## src/rtl/bcd_addsub_serial_if.sv

```systemverilog
// Handshake/data bundle for bcd_addsub_serial.
// master = operand producer / result consumer; slave = the adder/subtractor.
interface bcd_addsub_serial_if #(
  parameter int DIGITS = 4
);
  logic                  in_valid;
  logic                  in_ready;
  logic [4*DIGITS-1:0]   a;
  logic [4*DIGITS-1:0]   b;
  logic                  cin;
  logic                  sub;
  logic                  out_valid;
  logic                  out_ready;
  logic [4*DIGITS-1:0]   s;
  logic                  cout;
  logic                  err;

  modport master (
    output in_valid, a, b, cin, sub, out_ready,
    input  in_ready, out_valid, s, cout, err
  );

  modport slave (
    input  in_valid, a, b, cin, sub, out_ready,
    output in_ready, out_valid, s, cout, err
  );
endinterface

```

## src/rtl/bcd_addsub_serial.sv

```systemverilog
// Digit-serial packed-BCD adder/subtractor, one digit per clock, LSD first.
// IDLE -> CALC (DIGITS cycles) -> DONE (hold until out_ready) -> IDLE.
// Subtraction adds the nines' complement of B with inverted carry-in, so
// cout=1 means "no borrow" and a negative result is left in ten's complement.
// Optional macro BCD_CHECK_EN: flag any captured operand digit > 9 on err;
// when undefined err is tied low and no checking logic exists.
module bcd_addsub_serial #(
  parameter int DIGITS = 4
) (
  input  logic               clk,
  input  logic               rst,
  bcd_addsub_serial_if.slave bus
);
  localparam int W  = 4 * DIGITS;
  localparam int CW = (DIGITS > 1) ? $clog2(DIGITS) : 1;
  localparam logic [CW-1:0] LAST = CW'(DIGITS - 1);

  localparam logic [1:0] S_IDLE = 2'd0;
  localparam logic [1:0] S_CALC = 2'd1;
  localparam logic [1:0] S_DONE = 2'd2;

  logic [1:0]    state_q, state_d;
  logic [CW-1:0] cnt_q,   cnt_d;
  logic [W-1:0]  a_q,     a_d;
  logic [W-1:0]  b_q,     b_d;
  logic          c_q,     c_d;
  logic [W-1:0]  s_q,     s_d;
  logic          cout_q,  cout_d;

  logic          accept;
  logic [W-1:0]  b_nine;
  logic [3:0]    a_dig, b_dig, dig;
  logic [4:0]    raw;
  logic          c_nxt;

  assign bus.in_ready  = (state_q == S_IDLE);
  assign bus.out_valid = (state_q == S_DONE);
  assign bus.s         = s_q;
  assign bus.cout      = cout_q;
  assign accept        = bus.in_valid && (state_q == S_IDLE);

  // Nines' complement of B, digit by digit (raw value used for invalid digits).
  always_comb begin
    b_nine = '0;
    for (int i = 0; i < DIGITS; i++)
      b_nine[4*i +: 4] = 4'd9 - bus.b[4*i +: 4];
  end

  // Select the current digit pair from the captured operands.
  always_comb begin
    a_dig = '0;
    b_dig = '0;
    for (int i = 0; i < DIGITS; i++) begin
      if (cnt_q == CW'(i)) begin
        a_dig = a_q[4*i +: 4];
        b_dig = b_q[4*i +: 4];
      end
    end
  end

  // One decimal digit add with +6 correction when the binary sum exceeds 9.
  always_comb begin
    raw = {1'b0, a_dig} + {1'b0, b_dig} + {4'd0, c_q};
    if (raw > 5'd9) begin
      dig   = raw[3:0] + 4'd6;
      c_nxt = 1'b1;
    end else begin
      dig   = raw[3:0];
      c_nxt = 1'b0;
    end
  end

  // Next-state / datapath control.
  always_comb begin
    state_d = state_q;
    cnt_d   = cnt_q;
    a_d     = a_q;
    b_d     = b_q;
    c_d     = c_q;
    s_d     = s_q;
    cout_d  = cout_q;
    case (state_q)
      S_IDLE: begin
        if (accept) begin
          a_d     = bus.a;
          b_d     = bus.sub ? b_nine : bus.b;
          c_d     = bus.sub ? !bus.cin : bus.cin;
          cnt_d   = '0;
          state_d = S_CALC;
        end
      end
      S_CALC: begin
        for (int i = 0; i < DIGITS; i++)
          if (cnt_q == CW'(i)) s_d[4*i +: 4] = dig;
        c_d = c_nxt;
        if (cnt_q == LAST) begin
          cout_d  = c_nxt;
          state_d = S_DONE;
        end else begin
          cnt_d = cnt_q + 1'b1;
        end
      end
      S_DONE: begin
        if (bus.out_ready) state_d = S_IDLE;
      end
      default: state_d = S_IDLE;
    endcase
  end

  // State and datapath registers; reset abandons any operation in flight.
  always_ff @(posedge clk) begin
    if (rst) begin
      state_q <= S_IDLE;
      cnt_q   <= '0;
      a_q     <= '0;
      b_q     <= '0;
      c_q     <= 1'b0;
      s_q     <= '0;
      cout_q  <= 1'b0;
    end else begin
      state_q <= state_d;
      cnt_q   <= cnt_d;
      a_q     <= a_d;
      b_q     <= b_d;
      c_q     <= c_d;
      s_q     <= s_d;
      cout_q  <= cout_d;
    end
  end

`ifdef BCD_CHECK_EN
  logic err_q;
  logic bad_in;

  // Any non-decimal digit in either raw operand (before complementing).
  always_comb begin
    bad_in = 1'b0;
    for (int i = 0; i < DIGITS; i++)
      if ((bus.a[4*i +: 4] > 4'd9) || (bus.b[4*i +: 4] > 4'd9)) bad_in = 1'b1;
  end

  // err is refreshed at every accept and held through CALC/DONE.
  always_ff @(posedge clk) begin
    if (rst)         err_q <= 1'b0;
    else if (accept) err_q <= bad_in;
  end

  assign bus.err = err_q;
`else
  assign bus.err = 1'b0;
`endif

endmodule

```

## src/flat_wrapper.sv

```systemverilog
// flat-port wrapper written by rule: the top's interface ports become plain ports
module bcd_addsub_serial_flat 
#(
  parameter int DIGITS = 4
)
  (clk, rst, bus_in_valid, bus_a, bus_b, bus_cin, bus_sub, bus_out_ready, bus_in_ready, bus_out_valid, bus_s, bus_cout, bus_err);
  bcd_addsub_serial_if #(.DIGITS(DIGITS)) bus_i ();
  input  logic clk;
  input  logic rst;
  input wire logic [$bits(bus_i.in_valid)-1:0] bus_in_valid;
  input wire logic [$bits(bus_i.a)-1:0] bus_a;
  input wire logic [$bits(bus_i.b)-1:0] bus_b;
  input wire logic [$bits(bus_i.cin)-1:0] bus_cin;
  input wire logic [$bits(bus_i.sub)-1:0] bus_sub;
  input wire logic [$bits(bus_i.out_ready)-1:0] bus_out_ready;
  output wire logic [$bits(bus_i.in_ready)-1:0] bus_in_ready;
  output wire logic [$bits(bus_i.out_valid)-1:0] bus_out_valid;
  output wire logic [$bits(bus_i.s)-1:0] bus_s;
  output wire logic [$bits(bus_i.cout)-1:0] bus_cout;
  output wire logic [$bits(bus_i.err)-1:0] bus_err;
  assign bus_i.in_valid = bus_in_valid;
  assign bus_i.a = bus_a;
  assign bus_i.b = bus_b;
  assign bus_i.cin = bus_cin;
  assign bus_i.sub = bus_sub;
  assign bus_i.out_ready = bus_out_ready;
  assign bus_in_ready = bus_i.in_ready;
  assign bus_out_valid = bus_i.out_valid;
  assign bus_s = bus_i.s;
  assign bus_cout = bus_i.cout;
  assign bus_err = bus_i.err;
  bcd_addsub_serial #(.DIGITS(DIGITS)) u_core (.clk(clk), .rst(rst), .bus(bus_i));
endmodule
```

## config.mk

```make
export PLATFORM = sky130hd
export DESIGN_NAME = bcd_addsub_serial_flat
export DESIGN_NICKNAME = d
export VERILOG_FILES = /design/src/rtl/bcd_addsub_serial_if.sv /design/src/rtl/bcd_addsub_serial.sv /design/src/flat_wrapper.sv
export SDC_FILE = /design/constraint.sdc
export NUM_CORES = 1
export LEC_CHECK = 0
export CORE_MARGIN = 2
export CORE_UTILIZATION = 50
export CTS_CLUSTER_DIAMETER = 50
export DETAILED_ROUTE_END_ITERATION = 8
export PLACE_DENSITY = 0.76
export SYNTH_ARGS = -nofsm -noshare
export SYNTH_HDL_FRONTEND = slang
export SYNTH_SLANG_ARGS = --single-unit
```

## constraint.sdc

```tcl
create_clock -name clk -period 11.15 [get_ports clk]
set_clock_uncertainty 0.1 [all_clocks]
set_input_delay 2.7875 -clock clk [delete_from_list [all_inputs] [get_ports clk]]
set_output_delay 2.7875 -clock clk [all_outputs]
set_load 0.02 [all_outputs]
```

---- Word level (Yosys, flattened, before mapping) ----
Cells that the tools add are included.
storage, ports and cells
  register bits after elaboration ......... 54
  input bits .............................. 38
  output and inout bits ................... 20
operators by class
  add/subtract/negate cells ............... 8
  $lt $le $gt $ge ......................... 1
  equality and inequality tests ........... 9
  muxes and demuxes ....................... 21
  reductions and logical operators ........ 13
operator list
  cell                   count
  $mux W4                9
  $mux W16               1
  $sub A4 B4 Y4 const A  4
  $reduce_and A2 Y1      6
  $mux W2                5
  $eq A2 B2 Y1 const B   3
  $pmux W2 S3            1
  $reduce_and A3 Y1      2
  $add A4 B4 Y5          1
  $add A5 B1 Y5          1
  $gt A5 B4 Y1 const B   1
  $add A4 B3 Y4 const B  1
  $eq A2 B1 Y1 const B   2
  $logic_not A2 Y1       2
  $ne A2 B1 Y1 const B   2
  $ne A2 B2 Y1 const B   2
  $pmux W2 S2            1
  $mux W1                3
  $add A2 B1 Y2 const B  1
  $pmux W1 S2            1
  $reduce_bool A2 Y1     1
  $logic_and A1 B1 Y1    1
  $logic_not A1 Y1       1

---- Longest topological paths before layout ----
Gate-level depths: netlist (run 1).
  depth in word-level cells ............... 10
  mapped depth ............................ 17
  mapped depth without buffers ............ 16

---- Least setup slack after synthesis (run 1) ----
No wires, ideal clock.
  path type ............................... reg2reg
  start ................................... register u_core.cnt_q[0]
  end ..................................... register u_core.s_q[13], in the netlist u_core.bus.s[13]
  setup time .............................. 0.139 ns
  arrival ................................. 3.473 ns
  required time ........................... 10.911 ns
  slack ................................... 7.438 ns
  cell stages (with the launch flop) ...... 17
  clock period less this slack ............ 3.712 ns
  path through ............................ dfxtp_1 inv_1 ha_1 clkbuf_1 clkbuf_1 a21oi_1 nor2_1 a21oi_1 fa_1 fa_1 xor2_2 ha_1 and2_1 nor4b_4 nor2_1 a221oi_2 a211oi_1
between the ends
  word-level cells in the longest chain between the ends .. 9
RTL lines
  what                                                  RTL line                                          source
  from (decl)                                           bcd_addsub_serial.sv:23                           logic [CW-1:0] cnt_q, cnt_d;
  from (signal assigned)                                bcd_addsub_serial.sv:122                          cnt_q <= cnt_d;
  $logic_not A2 Y1                                      bcd_addsub_serial.sv:54                           if (cnt_q == CW'(i)) begin
  $mux W4 (4 in series)                                 bcd_addsub_serial.sv:54
  $add A4 B4 Y5                                         bcd_addsub_serial.sv:63                           raw = {1'b0, a_dig} + {1'b0, b_dig} + {4'd0, c_q};
  $add A5 B1 Y5                                         bcd_addsub_serial.sv:63
  $add A4 B3 Y4 / $gt A5 B4 Y1 (equally long branches)  bcd_addsub_serial.sv:65, bcd_addsub_serial.sv:64
  $mux W4                                               bcd_addsub_serial.sv:64                           if (raw > 5'd9) begin
  to (signal assigned)                                  bcd_addsub_serial.sv:118                          s_q <= '0;
  to (signal assigned)                                  bcd_addsub_serial.sv:126                          s_q <= s_d;
  to (decl)                                             bcd_addsub_serial.sv:27                           logic [W-1:0] s_q, s_d;
Parallel ways exist; a longest one is shown, timed or not.
A chain may end at the register's enable or synchronous reset.

---- Worst setup path after layout (run 1) ----
  start ................................... register u_core.state_q[1]
  end ..................................... output port bus_out_valid
between the ends
  word-level cells in the longest chain between the ends .. 1
RTL lines
  what                    RTL line                  source
  from (decl)             bcd_addsub_serial.sv:22   logic [1:0] state_q, state_d;
  from (signal assigned)  bcd_addsub_serial.sv:121  state_q <= state_d;
  $eq A2 B2 Y1            bcd_addsub_serial.sv:37   assign bus.out_valid = (state_q == S_DONE);
  to (decl)               flat_wrapper.sv:17        output wire logic [$bits(bus_i.out_valid)-1:0] bus_out_valid;
No other way between the ends.

==> impl_metrics.yaml, run 1 <==
global_route:
  gr-usage-met2_pct: 37.9
  grt_pass1_vias: 2255
  antenna_found_initial: 0
  grt_busiest_layer: "met2"
  grt_overflow: 0
  met1_usage_pct: 22.8
  grt_usage_pct: 20.1
  grt_util_met3_pct: 3.64
  grt_pass1_wl_um: 10000
  grt_max_degree: 56
critical_path:
  endpoint_kind: "output pin"
  cp.arrival_ns: 1.60
  cp.required_ns: 8.26
  critPathMaxFanout: 5
  worstPathCellList: "nor2b_1 -> clkdlybuf4s50_1"
  crit_slowest_cell: "clkdlybuf4s50_1"
  cp-startpoint: "u_core.state_q[1]"
  crit_path_start_kind: "flip-flop"
  max_stage_delay_ns: 0.65
  r2r-start: "u_core.cnt_q[1]"
  criticalPathCategory: "reg -> out"
final_layout:
  fin_nets: 438
  antenna_cells: 0
  drive_gt1_share_pct: 5.17
  syn_to_final_growth_pct: 23.3
  n_fill_cell: 518
flow_run:
  cap_violations: 0
floorplanning:
  ios: 58
  start_util_pct: 51.4
  core_mm2: 0.00547
  rows: 27
  dieArea_mm2: 0.00624
  fp.dieH_um: 79.0
  die_w_um: 79.0
synthesis:
  synth_nets: 400
  synthTopCellsByArea: "dfxtp_1, a21oi_1, nand2_1"
  synthTopCellsByCount: "nand2_1, dfxtp_1, a21oi_1, nor2_1, a211oi_1"
  synth_edf_count: 0
  async_reset_ff_share_pct: 0
  ys_seq_area_share_pct: 38.5
  avgSynthCellArea_um2: 8.08
  netlist-cell-type-count: 42
  synth_seq_cells: 54
  synth_top_area_share_pct: 38.5
  syn-cell-area_mm2: 0.00281
  synth.most_common_cell: "nand2_1"
  yosysWarnings: 0
  synth_area_leader_cell: "dfxtp_1"
  syn-instance-count: 348
  synthFlopType: "dfxtp_1"
pwr:
  p_leak_nw: 1.29
  p_per_area_mw_per_mm2: 133
  vdd_drop_max_mv: 0.0646
timing:
  tns_ns: 0
  hold_ws_ns: 0.358
  maxSlewHeadroom_pct: 24.5
  drv_slew: 0
  rsz0062_at_grt: "no"
  finalSetupViolCount: 0
  worstMarginPinSlew_ns: 1.13
  final-hold-violation-count: 0
  fin_crit_ns: 4.49
  fin_crit_sh_pct: 40.3
  fmax_mhz: 223
place:
  routabilityCongestion: 0.782
  hpwl_um: 4330
  io_buffers: 56
clock_tree:
  ctsHoldBuffers: 0
  clockRootBuffer: "clkbuf_8"
  post_cts_resized: 0
  clockBufferDepth: 2
  clock_sinks: 54
  worst_skew_pair.late_latency_ns: 0.30
  ctsHtreeMaxLevel: 2
  post_cts_buffers: 0
  cts_made_buffers: 5
  path_clk_slew_ns: 0.10
  cts_tree: "done"
hold_path:
  min_from: "u_core.a_q[2]"
  hp-class: "reg -> reg"
routing:
  drt-initial-drc-count: 91
  first_pass_iters: 4
  ant_nets: 0
  wl_per_cell_um: 13.2
  drcViolationCount: 0
  vias: 2421
  wl_um: 6050
  viasPerCell: 5.27
run_status:
  status: "complete, no violations"
sequential cells by signal, indices dropped and copies added (netlist names):
| register | count |
|---|---|
| u_core.a_q | 16 |
| u_core.b_q | 16 |
| u_core.bus.cout | 1 |
| u_core.bus.s | 16 |
| u_core.c_q | 1 |
| u_core.cnt_q | 2 |
| u_core.state_q | 2 |
through the flow:
stage | area [um^2] | setup WS (ns) | power [mW] | utilization, % | cells
after global routing | 3470 | 6.60 | 0.480 | 63.3 | 459
after CTS | 3470 | 6.67 | 0.463 | 63.3 | 459
after global placement | 3360 | 6.78 | 0.328 | 61.3 | 451
final | 3470 | 6.66 | 0.459 | 63.3 | 459
after detailed placement | 3360 | 6.68 | 0.332 | 61.3 | 451
after floorplan | 2810 | 7.44 | 0.295 | - | 348
final cells by class:
| class | count | area (um^2) | area share, % |
|---|---|---|---|
| flip-flops and latches | 54 | 1080 | 31.2 |
| multi-input cells | 253 | 1570 | 45.2 |
| inverters | 15 | 56.3 | 1.62 |
| clock buffers | 6 | 72.6 | 2.09 |
| clock inverters | 2 | 37.5 | 1.08 |
| repair buffers | 57 | 563 | 16.2 |
| well taps | 72 | 90.1 | 2.60 |
worst max-delay path: cells and delay by family, from the launching register on:
kind / cells / cell delay (ns)
buffers and inverters: 1 / 0.65
flip-flops: 1 / 0.39
AND/OR/NAND/NOR: 1 / 0.26
placed cells by master (no fill, tap or decap), drive strengths merged, types with 8 or more instances in the layout:
master,n
a21oi,47
ha,12
nor2,43
nand3b,8
a211oi,29
inv,15
nand2,59
dfxtp,54
clkdlybuf4s50,55
per-layer routing:
layer | vias up | wire length (um)
li1 | 1253 | -
met1 | 1108 | 2730
met2 | 53 | 3020
met3 | 7 | 224
met4 | 0 | 77
met5 | - | 0
path summary, 6_finish.rpt:
kind | cells past startpoint | slack, ns | to
hold / removal | 2 | 0.36 | u_core.a_q[2]
hold reg to reg | 2 | 0.36 | u_core.a_q[2]
setup reg to reg | 16 | 6.83 | u_core.bus.s[9]
setup / recovery | 2 | 6.66 | bus_out_valid
power breakdown:
group,switching [mW],total (mW),internal (mW)
clock network,0.0647,0.132,0.0671
registers,0.00622,0.210,0.204
logic,0.0642,0.117,0.0530
total,0.135,0.459,0.324
kinds of logic (layout without fill, tap and decap cells):
logic type,Yosys count,count (layout),share of synthesized area [%]
mux,7,7,2.63
xor+xnor,11,11,4.36
simple gates,127,127,20.6
fa+ha+maj,14,14,6.76
other cells,1,1,0.133
compound gates,93,93,21.2
flops,54,54,38.5
buf+inv,41,80,5.87
No activity file was read; power rests on OpenSTA's default activity.
==> run 2, diff against run 1 <==
clock period = 4.5 ns   (was 11.15 ns; I/O delays follow)
==> run 2 against run 1 <==
  * Critical path depth up 14
  * Count of clock-buffer cells in the layout down 1
  * Die area unchanged
  * Critical endpoint is now u_core.bus.s[13]
==> impl_metrics.yaml, run 2 (same netlist as run 1, synthesis figures left out) <==
run_status:
  status: "complete, no violations"
clock_tree:
  ctsHoldBuffers: 0
  ctsHtreeMaxLevel: 2
  post_cts_buffers: 0
  clockRootBuffer: "clkbuf_8"
  cts_made_buffers: 5
  cts_tree: "done"
  clockBufferDepth: 2
  post_cts_resized: 0
  worst_skew_pair.late_latency_ns: 0.31
  clock_sinks: 54
  path_clk_slew_ns: 0.10
floorplanning:
  ios: 58
  fp.dieH_um: 79.0
  dieArea_mm2: 0.00624
  rows: 27
  die_w_um: 79.0
  core_mm2: 0.00547
  start_util_pct: 51.4
timing:
  fin_crit_ns: 4.13
  tns_ns: 0
  rsz0062_at_grt: "no"
  maxSlewHeadroom_pct: 26.3
  worstMarginPinSlew_ns: 1.11
  final-hold-violation-count: 0
  finalSetupViolCount: 0
  fin_crit_sh_pct: 91.8
  hold_ws_ns: 0.363
  fmax_mhz: 242
  drv_slew: 0
critical_path:
  cp.required_ns: 4.55
  crit_slowest_cell: "fa_1"
  rrSetupSlack_ns: 0.37
  ff2ff_path_depth: 16
  crit_path_start_kind: "flip-flop"
  critPathBufInv: 1
  endpoint_kind: "flip-flop"
  cp_num_cells: 16
  reg2reg_to: "u_core.bus.s[13]"
  max_stage_delay_ns: 0.45
  worstPathCellList: "inv_1 -> ha_1 -> nand3b_1 -> a21oi_1 -> a21oi_1 -> nor2_1 -> a21oi_1 -> fa_1 -> fa_1 -> xor2_2 -> ha_1 -> and2_1 -> nor4b_4 -> nor2_1 -> a221oi_2 -> a211oi_1"
  path_delay_family: "adder cells"
  cp-startpoint: "u_core.cnt_q[1]"
  r2r-start: "u_core.cnt_q[1]"
  cpMostUsedCell: "a21oi_1"
  critPathMaxFanout: 17
  criticalPathCategory: "reg -> reg"
  endpoint: "u_core.bus.s[13]"
  cp.arrival_ns: 4.18
pwr:
  seqPwrFrac_pct: 45.8
  p_total_mw: 1.15
  combPwrFrac_pct: 24.8
  p_int_mw: 0.808
  swShare_pct: 29.5
  p_per_area_mw_per_mm2: 329
  vdd_drop_max_mv: 0.185
  power_frac_clock_pct: 29.4
  p_leak_nw: 1.30
  p_switching_mw: 0.339
final_layout:
  fin_cells: 460
  fin_nets: 439
  drive_gt1_share_pct: 5.67
  most-common-layout-cells: "nand2_1, clkdlybuf4s50_1, dfxtp_1"
  final_util_pct: 63.6
  antenna_cells: 0
  syn_to_final_growth_pct: 23.8
  mostFrequentLayoutCell: "nand2_1"
place:
  routabilityCongestion: 0.806
  hpwl_um: 4520
  placedCellCount: 452
  io_buffers: 56
global_route:
  grt_max_degree: 56
  grt_pass1_vias: 2200
  antenna_found_initial: 0
  grt_pass1_wl_um: 9690
  grt_overflow: 0
  grt_usage_pct: 19.4
routing:
  drt-initial-drc-count: 91
  viasPerCell: 5.28
  drcViolationCount: 0
  wl_met1_um: 2690
  first_pass_iters: 4
  route.top_layer_used: "met4"
  vias: 2429
  wl_per_cell_um: 13.1
  wl_um: 6010
  wl_met3_um: 279
  wl_met2_um: 2990
  ant_nets: 0
flow_run:
  cap_violations: 0
hold_path:
  min_from: "u_core.a_q[4]"
  hp-class: "reg -> reg"
run 2: cell count changes in the layout (fill, tap and decap cells not counted):
| cell | before | now |
|---|---|---|
| buf_4 | 1 | 2 |
| clkbuf_1 | 1 | 0 |
| inv_8 | 0 | 1 |
run 2: how the worst min path moves through the flow:
stage                           to  slack, ns  depth (start not counted)
floorplan            u_core.a_q[0]       0.34                          2
global placement    u_core.a_q[15]       0.35                          2
detailed placement   u_core.a_q[5]       0.35                          2
CTS                  u_core.a_q[5]       0.36                          2
global route         u_core.a_q[5]       0.38                          2
finish               u_core.a_q[4]       0.36                          2
run 2: layer usage:
metal / track usage [%] / vias up
li1: - / 1259
met5: 0 / -
met4: 4.66 / 0
met2: 36.8 / 59
met1: 22.5 / 1103
met3: 3.07 / 8
run 2: worst reg2reg max path: stages (launching register included):
cell	delay (ns)
dfxtp_1	0.40
inv_1	0.09
ha_1	0.36
nand3b_1	0.23
a21oi_1	0.16
a21oi_1	0.06
nor2_1	0.10
a21oi_1	0.07
fa_1	0.45
fa_1	0.45
xor2_2	0.23
ha_1	0.27
and2_1	0.19
nor4b_4	0.24
nor2_1	0.08
a221oi_2	0.38
a211oi_1	0.13
run 2: layout make-up:
class                      count  area (um^2)
fill                         529         1990
inverter                      15         56.3
clock buffer                   5         68.8
clock inverter                 3         48.8
sequential                    54         1080
multi-input combinational    253         1570
tap                           72         90.1
timing repair buffer          58          571
run 2: stage by stage:
| step | worst slack, ns | area, um^2 |
|---|---|---|
| 2_1_floorplan | 0.788 | 2810 |
| 3_3_place_gp | 0.592 | 3360 |
| 3_5_place_dp | 0.435 | 3360 |
| 4_1_cts | 0.407 | 3480 |
| 5_1_grt | 0.0787 | 3480 |
| 6_report | 0.370 | 3480 |
run 2: power by group through the flow:
stage | Sequential, mW | Clock (mW) | Combinational [mW]
6_report | 0.525 | 0.337 | 0.284
5_1_grt | 0.528 | 0.361 | 0.311
4_1_cts | 0.525 | 0.342 | 0.284
3_5_place_dp | 0.536 | 0 | 0.283
3_3_place_gp | 0.535 | 0 | 0.277
2_1_floorplan | 0.537 | 0 | 0.194
